[src/rtl/stream_demux_pkg.sv]
// stream_demux_pkg: shared constants and the select-range helper for stream_demux.
package stream_demux_pkg;
    localparam int CNT_W  = 16;
    localparam int MAX_CH = 16;

    function automatic logic sel_valid(input logic [31:0] sel, input int unsigned n_ch);
        return sel < n_ch;
    endfunction
endpackage

[src/rtl/demux_ch_buf.sv]
// demux_ch_buf: one-entry output buffer for a single demux channel.
// STREAM_DEMUX_CNT_EN adds a wrapping per-channel handshake counter.
module demux_ch_buf
    import stream_demux_pkg::*;
#(
    parameter int DATA_W = 8
) (
    input  logic              clk,
    input  logic              rst_n,
    input  logic              wr_en,
    input  logic [DATA_W-1:0] wr_data,
    input  logic              rd_ready,
    output logic              valid,
    output logic [DATA_W-1:0] data
`ifdef STREAM_DEMUX_CNT_EN
    ,
    output logic [CNT_W-1:0]  cnt
`endif
);

    // A write in the same cycle as a drain keeps valid high, so there is no bubble.
    always_ff @(posedge clk) begin
        if (!rst_n) begin
            valid <= 1'b0;
            data  <= '0;
        end else if (wr_en) begin
            valid <= 1'b1;
            data  <= wr_data;
        end else if (valid && rd_ready) begin
            valid <= 1'b0;
        end
    end

`ifdef STREAM_DEMUX_CNT_EN
    always_ff @(posedge clk) begin
        if (!rst_n) begin
            cnt <= '0;
        end else if (valid && rd_ready) begin
            cnt <= cnt + 1'b1;
        end
    end
`endif

endmodule

[src/rtl/stream_demux.sv]
// stream_demux: registered 1-to-N valid/ready demultiplexer with one buffer per channel.
// STREAM_DEMUX_CNT_EN adds beat_cnt (per channel) and drop_cnt ports.
module stream_demux
    import stream_demux_pkg::*;
#(
    parameter int DATA_W = 8,
    parameter int N_CH   = 4,
    parameter int SEL_W  = $clog2(N_CH)
) (
    input  logic                   clk,
    input  logic                   rst_n,
    input  logic                   s_valid,
    output logic                   s_ready,
    input  logic [DATA_W-1:0]      s_data,
    input  logic [SEL_W-1:0]       s_sel,
    output logic [N_CH-1:0]        m_valid,
    input  logic [N_CH-1:0]        m_ready,
    output logic [N_CH*DATA_W-1:0] m_data,
    output logic                   sel_err
`ifdef STREAM_DEMUX_CNT_EN
    ,
    output logic [N_CH*CNT_W-1:0]  beat_cnt,
    output logic [CNT_W-1:0]       drop_cnt
`endif
);

    logic [N_CH-1:0] wr_en;
    logic            sel_ok;

    assign sel_ok = sel_valid(32'(s_sel), N_CH);

    // Out-of-range selects match no channel, so the default accepts and drops them.
    always_comb begin
        s_ready = 1'b1;
        for (int k = 0; k < N_CH; k++) begin
            if (s_sel == SEL_W'(k)) begin
                s_ready = ~m_valid[k] | m_ready[k];
            end
        end
    end

    for (genvar k = 0; k < N_CH; k++) begin : g_ch
        assign wr_en[k] = s_valid && s_ready && (s_sel == SEL_W'(k));

        demux_ch_buf #(
            .DATA_W (DATA_W)
        ) u_buf (
            .clk      (clk),
            .rst_n    (rst_n),
            .wr_en    (wr_en[k]),
            .wr_data  (s_data),
            .rd_ready (m_ready[k]),
            .valid    (m_valid[k]),
            .data     (m_data[k*DATA_W +: DATA_W])
`ifdef STREAM_DEMUX_CNT_EN
            ,
            .cnt      (beat_cnt[k*CNT_W +: CNT_W])
`endif
        );
    end

    always_ff @(posedge clk) begin
        if (!rst_n) begin
            sel_err <= 1'b0;
        end else begin
            sel_err <= s_valid && !sel_ok;
        end
    end

`ifdef STREAM_DEMUX_CNT_EN
    always_ff @(posedge clk) begin
        if (!rst_n) begin
            drop_cnt <= '0;
        end else if (s_valid && !sel_ok) begin
            drop_cnt <= drop_cnt + 1'b1;
        end
    end
`endif

endmodule

[config.mk]
export PLATFORM = sky130hd
export DESIGN_NAME = stream_demux
export DESIGN_NICKNAME = d
export VERILOG_FILES = /design/src/rtl/stream_demux_pkg.sv /design/src/rtl/demux_ch_buf.sv /design/src/rtl/stream_demux.sv
export SDC_FILE = /design/constraint.sdc
export NUM_CORES = 1
export LEC_CHECK = 0
export ABC_CLOCK_PERIOD_IN_PS = 1990
export CORE_MARGIN = 4
export CORE_UTILIZATION = 46
export DETAILED_ROUTE_END_ITERATION = 8
export MAX_ROUTING_LAYER = met4
export PLACE_DENSITY = 0.86
export SKIP_LAST_GASP = 1
export SYNTH_ARGS = -nofsm -noshare
export SYNTH_HDL_FRONTEND = slang
export SYNTH_SLANG_ARGS = --single-unit
[constraint.sdc]
create_clock -name clk -period 1.99 [get_ports clk]
set_input_delay 0.398 -clock clk [delete_from_list [all_inputs] [get_ports clk]]
set_output_delay 0.398 -clock clk [all_outputs]
set_load 0.02 [all_outputs]
==> flow_summary.json <==
{
  "avgRoutedWirePerCell_um": 14.9,
  "htree_levels": 2,
  "synth_top_cell_by_area": "dfxtp_1",
  "yosys-mux-area-fraction_pct": 24.1,
  "outcome": "complete, no violations",
  "yosys_warnings": 0,
  "layout-area-overhead-vs-synth_pct": 47.1,
  "cts_tree": "built",
  "vias": 1161,
  "synth.avg_cell_area_um2": 10.0,
  "holdCritPathClass": "input port to flop",
  "fp-row-count": 19,
  "ys_types": 18,
  "drive_above_1_share_pct": 12.6,
  "drt_first_iter_violations": 27,
  "cellLeakagePower_nw": 0.827,
  "critPathArrivalTime_ns": 1.56,
  "combinationalPowerShare_pct": 15.6,
  "via_per_inst": 5.05,
  "maxCapViolCount": 0,
  "crit_path_start_kind": "input port",
  "dr.pass1.iters": 4,
  "cts_sinks": 36,
  "synth_area_um2": 1430,
  "gp_congestion": 0.795,
  "antenna_found_initial": 0,
  "clk_latency_ns": 0.34,
  "grt_usage_pct": 18.5,
  "rsz0062_at_grt": "false",
  "power.net_switching_w": 0.000357,
  "finClkSkew_ns": 0.0115,
  "fin_area_um2": 2100,
  "synth-xor-area-share_pct": 0,
  "fillers": 222,
  "synth_top_family_by_area": "multiplexers",
  "crit_fanout": 2,
  "drcViolationCount": 0,
  "setup-violations-final": 0,
  "drv_slew": 0,
  "yosysMostFrequentCell": "nand2_1",
  "start_util_pct": 50.0,
  "dieArea_um2": 4050,
  "grt_max_degree": 45,
  "pwr-share-clk_pct": 29.5,
  "criticalPathCategory": "input port to output pin",
  "pwr-share-seq_pct": 54.9,
  "synthTopCellsByCount": "nand2_1, dfxtp_1, mux2i_1",
  "period_minus_slack_ns": 1.96,
  "core_area_um2": 2850,
  "nNetsFinal": 215,
  "cts-hold-fix-buffers": 0,
  "synth_top_area_share_pct": 50.6,
  "io_pins": 55,
  "syn_nets": 159,
  "synth_compound_area_share_pct": 2.11,
  "crit_required_ns": 1.59,
  "cts_buffer_depth": 2,
  "p_int_w": 0.00103,
  "yosysSeqAreaShare_pct": 50.6,
  "portBuffers": 53,
  "grt_pass1_vias": 1191,
  "switching_share_pct": 25.7,
  "synth_fa_ha_area_share_pct": 0,
  "finalHoldViolations": 0,
  "dpl.hpwl_um": 2570,
  "die_width_um": 63.7,
  "peakVddDrop_v": 0.000395,
  "placedInstanceArea_um2": 2000,
  "powerDensity_nw_per_um2": 662,
  "clk_pin_slew_worst_paths_ns": 0.11,
  "synth_flop_cell": "dfxtp_1",
  "finalPower_w": 0.00139,
  "grt_pass1_wl_um": 5610,
  "ant_nets": 0,
  "async_reset_ff_share_pct": 0,
  "numCtsBuffers": 5,
  "fmax_mhz": 511,
  "synth.top_cells.by_area": "dfxtp_1, mux2i_1, nand2_1",
  "wl_um": 3430,
  "synth_edf_count": 0,
  "min_period_over_period_pct": 98.4,
  "syn_inst": 142,
  "diodes": 0,
  "cts_setup_buffers": 0,
  "root_buffer": "clkbuf_4",
  "synth_simple_gate_area_share_pct": 17.9,
  "synth_seq_cells": 36,
  "grt-ovfl-total": 0,
  "fp.dieH_um": 63.7,
  "critPathCaptureType": "output pin"
}
what timing repair did:
item	CTS	global route
endpoints found under the setup margin	1	1
pin swaps	0	0
gates cloned	0	0
resized for setup	9	3
cell families after synthesis:
kind of cell / after synthesis
flip-flops: 36
AO/OA/AOI/OAI: 4
buffers and inverters: 13
multiplexers: 33
other: 1
AND/OR/NAND/NOR: 55
area by class of cell:
type                            count  area (µm²)  area share [%]
Clock buffer                        7        55.1            2.63
Multi-Input combinational cell     93         662            31.6
Tap cell                           31        38.8            1.85
Timing Repair Buffer               62         613            29.2
Clock inverter                      1        7.51           0.358
Sequential cell                    36         721            34.4
placed cells by master, fill, tap and decap left out, drive strengths merged:
| master | count |
|---|---|
| a21boi | 2 |
| buf | 10 |
| clkbuf | 7 |
| clkdlybuf4s50 | 50 |
| clkinvlp | 1 |
| conb | 1 |
| dfxtp | 36 |
| dlygate4sd2 | 1 |
| dlymetal6s2s | 1 |
| mux2i | 32 |
| mux4 | 1 |
| nand2 | 42 |
| nand2b | 4 |
| nand3 | 1 |
| nand3b | 1 |
| nor2 | 1 |
| nor2b | 4 |
| nor3 | 1 |
| nor3b | 1 |
| o21a | 2 |
per-stage QoR:
step	setup TNS [ns]	worst slack, ns	utilization, %	hold WS (ns)	std cells
floorplan	0	0.447	-	0.488	142
global placement	-0.373	-0.373	70.2	0.445	222
detailed placement	-0.468	-0.468	70.2	0.451	222
CTS	0	0.00424	72.9	0.466	230
global route	0	0.00178	73.5	0.429	230
finish	0	0.0313	73.5	0.431	230
per-layer routing:
metal / up-vias / GRT usage, % / routed length (µm)
li1: 573 / - / -
met1: 534 / 19.8 / 1390
met2: 44 / 30.2 / 1720
met3: 10 / 6.22 / 212
met4: 0 / 9.70 / 114
met5: - / - / 0
flip-flops by register name, summed over array words and instances (netlist names):
signal and count:
g_ch.u_buf.data 32, g_ch.u_buf.valid 4
power by group through the flow:
stage          clock [W]  combinational, W  sequential [W]
4_1_cts         0.000423          0.000217        0.000762
5_1_grt         0.000456          0.000230        0.000765
3_5_place_dp           0          0.000215        0.000777
6_report        0.000410          0.000217        0.000762
2_1_floorplan          0         0.0000833        0.000802
3_3_place_gp           0          0.000210        0.000775
worst max-delay path, cell delays in order:
cell and delay (ns):
clkdlybuf4s50_1 0.50, mux4_2 0.52, buf_6 0.15
path summary, 6_finish.rpt:
check | start | end | slack (ns) | cells past startpoint
setup / recovery | s_sel[1] | s_ready | 0.03 | 3
hold / removal | m_ready[0] | g_ch[0].u_buf.valid$_SDFFE_PN0P_ | 0.43 | 3
setup reg to reg | g_ch[1].u_buf.valid$_SDFFE_PN0P_ | g_ch[1].u_buf.data[6]$_SDFFE_PN0P_ | 0.77 | 4
hold reg to reg | g_ch[3].u_buf.data[5]$_SDFFE_PN0P_ | g_ch[3].u_buf.data[5]$_SDFFE_PN0P_ | 0.46 | 2
(Power assumes the default switching activity.)
